### config.mk
export PLATFORM = sky130hd
export DESIGN_NAME = ks_adder_pipe_flat
export DESIGN_NICKNAME = d
export VERILOG_FILES = /design/src/rtl/ks_adder_pipe_pkg.sv /design/src/rtl/ks_adder_pipe_if.sv /design/src/rtl/ks_prefix_cell.sv /design/src/rtl/ks_adder_pipe.sv /design/src/flat_wrapper.sv
export SDC_FILE = /design/constraint.sdc
export NUM_CORES = 1
export LEC_CHECK = 0
export CORE_UTILIZATION = 45
export CTS_BUF_LIST = sky130_fd_sc_hd__clkbuf_4 sky130_fd_sc_hd__clkbuf_8 sky130_fd_sc_hd__clkbuf_16
export CTS_CLUSTER_SIZE = 24
export DETAILED_ROUTE_END_ITERATION = 6
export GPL_TIMING_DRIVEN = 1
export PLACE_DENSITY = 0.7
export SYNTH_ARGS = -nofsm -noshare
export SYNTH_HDL_FRONTEND = slang
export SYNTH_SLANG_ARGS = --single-unit
export TNS_END_PERCENT = 100
### constraint.sdc
create_clock -name clk -period 5.22 [get_ports clk]
set_input_delay 1.044 -clock clk [delete_from_list [all_inputs] [get_ports clk]]
set_output_delay 1.044 -clock clk [all_outputs]
set_load 0.005 [all_outputs]
### src/rtl/ks_adder_pipe_pkg.sv
// Shared types and helpers for the pipelined Kogge-Stone adder.
package ks_pkg;

  typedef struct packed {
    logic g;
    logic p;
  } gp_t;

  function automatic int ks_levels(input int width);
    return $clog2(width);
  endfunction

endpackage

### src/rtl/ks_adder_pipe_if.sv
// Operand/result handshake bundle for ks_adder_pipe.
interface ks_adder_pipe_if #(
  parameter int WIDTH = 16
) ();

  logic             in_valid;
  logic             in_ready;
  logic [WIDTH-1:0] in_a;
  logic [WIDTH-1:0] in_b;
  logic             in_cin;
  logic             in_sub;
  logic             out_valid;
  logic             out_ready;
  logic [WIDTH-1:0] out_sum;
  logic             out_cout;
  logic             out_ovf;

  modport master (
    output in_valid, in_a, in_b, in_cin, in_sub, out_ready,
    input  in_ready, out_valid, out_sum, out_cout, out_ovf
  );

  modport slave (
    input  in_valid, in_a, in_b, in_cin, in_sub, out_ready,
    output in_ready, out_valid, out_sum, out_cout, out_ovf
  );

endinterface

### src/rtl/ks_prefix_cell.sv
// Kogge-Stone prefix operator: combines a higher (g,p) group with a lower one.
module ks_prefix_cell
  import ks_pkg::*;
(
  input  gp_t hi,
  input  gp_t lo,
  output gp_t o
);

  assign o = '{g: hi.g | (hi.p & lo.g), p: hi.p & lo.p};

endmodule

### src/rtl/ks_adder_pipe.sv
// Pipelined Kogge-Stone adder/subtractor: one prefix level per stage, global
// stall from the output register, valid chain kept beside the data path.
module ks_adder_pipe
  import ks_pkg::*;
#(
  parameter int WIDTH  = 16,
  parameter int LEVELS = ks_levels(WIDTH)
) (
  input  logic          clk,
  input  logic          rst,
  ks_adder_pipe_if.slave bus
);

  if (WIDTH < 4 || WIDTH > 64 || (WIDTH & (WIDTH - 1)) != 0 ||
      LEVELS != ks_levels(WIDTH)) begin : g_param_check
    $error("ks_adder_pipe: WIDTH must be a power of two in 4..64, LEVELS derived");
  end

  logic                 stall;
  logic [LEVELS:0]      vld;
  logic [WIDTH-1:0]     b_eff;
  gp_t  [WIDTH:0]       gp_in;
  gp_t  [WIDTH:0]       gp_q [LEVELS+1];
  gp_t  [WIDTH:0]       gp_d [1:LEVELS];
  logic [WIDTH-1:0]     p_q  [LEVELS+1];
  logic [WIDTH-1:0]     carry;
  logic                 cout_d;
  logic                 ovf_d;

  assign stall        = bus.out_valid & ~bus.out_ready;
  assign bus.in_ready = ~stall;

  // Element 0 carries the effective carry-in as a pure generate; bit i sits at i+1.
  always_comb begin
    b_eff    = bus.in_sub ? ~bus.in_b : bus.in_b;
    gp_in    = '0;
    gp_in[0] = '{g: bus.in_sub | bus.in_cin, p: 1'b0};
    for (int unsigned i = 0; i < WIDTH; i++) begin
      gp_in[i+1] = '{g: bus.in_a[i] & b_eff[i], p: bus.in_a[i] ^ b_eff[i]};
    end
  end

  for (genvar k = 1; k <= LEVELS; k++) begin : g_level
    localparam int SPAN = 1 << (k - 1);
    for (genvar j = 0; j <= WIDTH; j++) begin : g_bit
      if (j >= SPAN) begin : g_cell
        ks_prefix_cell u_cell (
          .hi (gp_q[k-1][j]),
          .lo (gp_q[k-1][j-SPAN]),
          .o  (gp_d[k][j])
        );
      end else begin : g_pass
        assign gp_d[k][j] = gp_q[k-1][j];
      end
    end
  end

  always_ff @(posedge clk) begin
    if (!stall) begin
      gp_q[0] <= gp_in;
      p_q[0]  <= bus.in_a ^ b_eff;
      for (int unsigned k = 1; k <= LEVELS; k++) begin
        gp_q[k] <= gp_d[k];
        p_q[k]  <= p_q[k-1];
      end
    end
  end

  // Group at the top element spans bits 0..WIDTH-1 only; merge element 0 for cout.
  always_comb begin
    carry = '0;
    for (int unsigned i = 0; i < WIDTH; i++) begin
      carry[i] = gp_q[LEVELS][i].g;
    end
    cout_d = gp_q[LEVELS][WIDTH].g | (gp_q[LEVELS][WIDTH].p & gp_q[LEVELS][0].g);
    ovf_d  = carry[WIDTH-1] ^ cout_d;
  end

  always_ff @(posedge clk or posedge rst) begin
    if (rst) begin
      vld          <= '0;
      bus.out_valid <= 1'b0;
      bus.out_sum   <= '0;
      bus.out_cout  <= 1'b0;
      bus.out_ovf   <= 1'b0;
    end else if (!stall) begin
      vld           <= {vld[LEVELS-1:0], bus.in_valid};
      bus.out_valid <= vld[LEVELS];
      if (vld[LEVELS]) begin
        bus.out_sum  <= p_q[LEVELS] ^ carry;
        bus.out_cout <= cout_d;
        bus.out_ovf  <= ovf_d;
      end
    end
  end

endmodule

### src/flat_wrapper.sv
// flat-port wrapper written by rule: the top's interface ports become plain ports
module ks_adder_pipe_flat import ks_pkg::*;
#(
  parameter int WIDTH  = 16,
  parameter int LEVELS = ks_levels(WIDTH)
)
  (clk, rst, bus_in_valid, bus_in_a, bus_in_b, bus_in_cin, bus_in_sub, bus_out_ready, bus_in_ready, bus_out_valid, bus_out_sum, bus_out_cout, bus_out_ovf);
  ks_adder_pipe_if #(.WIDTH(WIDTH)) bus_i ();
  input  logic clk;
  input  logic rst;
  input wire logic [$bits(bus_i.in_valid)-1:0] bus_in_valid;
  input wire logic [$bits(bus_i.in_a)-1:0] bus_in_a;
  input wire logic [$bits(bus_i.in_b)-1:0] bus_in_b;
  input wire logic [$bits(bus_i.in_cin)-1:0] bus_in_cin;
  input wire logic [$bits(bus_i.in_sub)-1:0] bus_in_sub;
  input wire logic [$bits(bus_i.out_ready)-1:0] bus_out_ready;
  output wire logic [$bits(bus_i.in_ready)-1:0] bus_in_ready;
  output wire logic [$bits(bus_i.out_valid)-1:0] bus_out_valid;
  output wire logic [$bits(bus_i.out_sum)-1:0] bus_out_sum;
  output wire logic [$bits(bus_i.out_cout)-1:0] bus_out_cout;
  output wire logic [$bits(bus_i.out_ovf)-1:0] bus_out_ovf;
  assign bus_i.in_valid = bus_in_valid;
  assign bus_i.in_a = bus_in_a;
  assign bus_i.in_b = bus_in_b;
  assign bus_i.in_cin = bus_in_cin;
  assign bus_i.in_sub = bus_in_sub;
  assign bus_i.out_ready = bus_out_ready;
  assign bus_in_ready = bus_i.in_ready;
  assign bus_out_valid = bus_i.out_valid;
  assign bus_out_sum = bus_i.out_sum;
  assign bus_out_cout = bus_i.out_cout;
  assign bus_out_ovf = bus_i.out_ovf;
  ks_adder_pipe #(.WIDTH(WIDTH), .LEVELS(LEVELS)) u_core (.clk(clk), .rst(rst), .bus(bus_i));
endmodule
==> impl_metrics.env <==
export IMPL_place_area_sq_um=8979
export IMPL_clock_fmax_mhz=288.8
export IMPL_fill_cells=1342
export IMPL_clock_skew_final_ns=0.01731
export IMPL_place_gp_congestion=0.7219
export IMPL_worstMarginPinSlew_ns=1.094
export IMPL_critPathLaunchType="input port"
export IMPL_syn_nets=476
export IMPL_crit_family="buffers and inverters"
export IMPL_finalHoldViolations=0
export IMPL_die_h_um=136.7
export IMPL_clk_path_buf_depth=3
export IMPL_place_inst=696
export IMPL_core_sq_um=17540
export IMPL_critPathCaptureType="primary output"
export IMPL_syn_avg_cell_area_sq_um=19.36
export IMPL_crit_fanout=19
export IMPL_maxCapViolCount=0
export IMPL_syn_area_sq_um=8169
export IMPL_ys_types=18
export IMPL_layout_commonest_cell="edfxtp_1"
export IMPL_fin_crit_ns=3.463
export IMPL_most_common_layout_cells="edfxtp_1 (203), clkdlybuf4s50_1 (57), a21o_1 (53), and2_1 (38), a21oi_1 (35)"
export IMPL_critPathMaxStageDelay_ns=0.64
export IMPL_grt_total_usage_pct=12.41
export IMPL_hp_class="flip-flop to flip-flop"
export IMPL_path_cells="clkdlybuf4s50_1 -> nand2b_4 -> clkdlybuf4s50_1"
export IMPL_drt_pass1_iterations=6
export IMPL_p_total_w=0.005480
export IMPL_outcome="finished, final reports clean"
export IMPL_rsz0062_at_grt="no"
export IMPL_cts_tree="done"
export IMPL_arrival_ns=2.42
export IMPL_cts_hold_fix_buffers=0
export IMPL_gr_total_overflow=0
export IMPL_yosys_top_cells_area="edfxtp_1 (75%), dfrtp_1 (7.4%), a21o_1 (4.9%)"
export IMPL_synth_xor_area_share_pct=3.538
export IMPL_ff2ff_setup_slack_ns=2.98
export IMPL_post_dp_hpwl_um=7048
export IMPL_min_path_cells=0
export IMPL_vias_per_cell=4.823
export IMPL_path_depth=3
export IMPL_drc=0
export IMPL_grt_pass1_wl_um=17750
export IMPL_grt_start_max_net_pins=211
export IMPL_cpMostUsedCell="clkdlybuf4s50_1"
export IMPL_ios=58
export IMPL_cp_required_ns=4.18
export IMPL_stdcell_area_sq_um=9644
export IMPL_max_vdd_ir_drop_mv=0.3189
export IMPL_vias=3545
export IMPL_yosys_area_top_type="edfxtp_1"
export IMPL_synth_top_area_share_pct=74.62
export IMPL_drive_gt1_share_pct=9.216
export IMPL_clkLatencyLatePin_ns=0.50
export IMPL_path_class="input port to primary output"
export IMPL_finalCritPeriodShare_pct=66.34
export IMPL_yosysWarnings=0
export IMPL_synth_compound_area_share_pct=7.015
export IMPL_cts_buffers=22
export IMPL_areaGrowthSynthToFinish_pct=18.06
export IMPL_slowest_stage="clkdlybuf4s50_1"
export IMPL_finalSetupTns_ns=0
export IMPL_portBuffers=57
export IMPL_instances_no_fill=735
export IMPL_grt_pass1_vias=3532
export IMPL_synth_seq_area_share_pct=81.97
export IMPL_crit_buf_inv=2
export IMPL_wl_per_cell_um=14.93
export IMPL_postCtsSetupBuffers=0
export IMPL_leakagePower_nw=3.671
export IMPL_powerDensity_nw_per_um2=568.2
export IMPL_synthSimpleGateAreaFrac_pct=3.339
export IMPL_drt_initial_drc_count=205
export IMPL_synthAdderAreaFrac_pct=2.451
export IMPL_cts_root_buffer="clkbuf_16"
export IMPL_ff2ff_path_depth=4
export IMPL_cts_repair_resize_count=0
export IMPL_path_clk_slew_ns=0.06
export IMPL_rows=48
export IMPL_muxShareOfSynthArea_pct=0.8730
export IMPL_start_util_pct=46.58
export IMPL_post_synth_inst_count=422
export IMPL_nets=549
export IMPL_slew_violations=0
export IMPL_die_w_um=136.7
export IMPL_h_tree_depth=1
export IMPL_yosys_register_bits=227
export IMPL_cts_sinks=227
export IMPL_routed_wirelength_um=10980
export IMPL_diodes=0
export IMPL_grt_antenna_before_repair=0
export IMPL_synth_top_family_by_area="compound AO/OA/AOI/OAI gates"
export IMPL_antenna_left=0
export IMPL_setup_viol=0
export IMPL_fp_dieArea_sq_um=18700
export IMPL_slew_headroom_pct=27.09
==> area by class of cell <==
type | instances | area (sq um) | area share [%]
Timing Repair Buffer | 58 | 590.6 | 6.124
Inverter | 1 | 3.754 | 0.03892
Tap cell | 225 | 281.5 | 2.919
Sequential cell | 227 | 6696 | 69.43
Clock buffer | 28 | 595.6 | 6.175
Clock inverter | 11 | 70.07 | 0.7265
Multi-Input combinational cell | 185 | 1406 | 14.58
==> synthesized netlist by cell type <==
cell / number
buf_2: 5
mux2_2: 5
a21o_1: 53
nand2b_4: 1
or2_2: 1
inv_1: 1
buf_6: 3
xor2_1: 16
dfrtp_1: 24
nand2b_1: 1
and2_1: 38
mux2_4: 1
xnor2_1: 17
clkbuf_1: 1
a21oi_1: 35
and2_4: 1
ha_1: 16
edfxtp_1: 203
==> power by group <==
part           internal [W]  switching, W
combinational      0.000439      0.000396
sequential          0.00287      0.000344
clock              0.000812      0.000616
==> through the flow <==
step           utilization [%]  setup slack (ns)  hold slack [ns]
6_report                 54.99             1.757           0.4135
5_1_grt                  54.99             1.655           0.4272
4_1_cts                  54.99             1.723           0.4143
3_5_place_dp             51.20             1.735           0.4045
3_3_place_gp             51.20             1.726           0.4024
2_1_floorplan                -            0.4802           0.4003
==> sequential cells by signal, summed over array words and instances (netlist names) <==
register              cells
u_core.bus.out_cout       1
u_core.vld                5
u_core.bus.out_ovf        1
u_core.bus.out_valid      1
u_core.bus.out_sum       16
u_core.p_q               80
u_core.gp_q             123
==> routing by layer <==
metal  vias to the layer above  global-route usage [%]  wire length [um]
li1                       1741                       -                 -
met4                         0                   4.321               327
met5                         -                       0                 0
met1                      1681                   16.42              4754
met2                        97                   19.91              5227
met3                        26                   3.259               666
==> cells by family (layout without fill, tap and decap cells) <==
group,after synthesis,count (layout)
fa+ha+maj,16,16
flops,227,227
buf+inv,10,98
mux,6,6
xor+xnor,33,33
compound gates,88,88
simple gates,42,42
==> path summary, 6_finish.rpt <==
check,startpoint,endpoint
worst max-delay path,bus_out_ready,bus_in_ready
worst min register to register,u_core.p_q[0][57],u_core.p_q[0][73]
min in group asynchronous,rst,u_core.vld[0]
worst min-delay path,u_core.p_q[0][57],u_core.p_q[0][73]
max in group asynchronous,rst,u_core.bus.out_sum[12]
worst max register to register,u_core.bus.out_valid,u_core.bus.out_ovf
No activity file was read; power rests on OpenSTA's default activity.
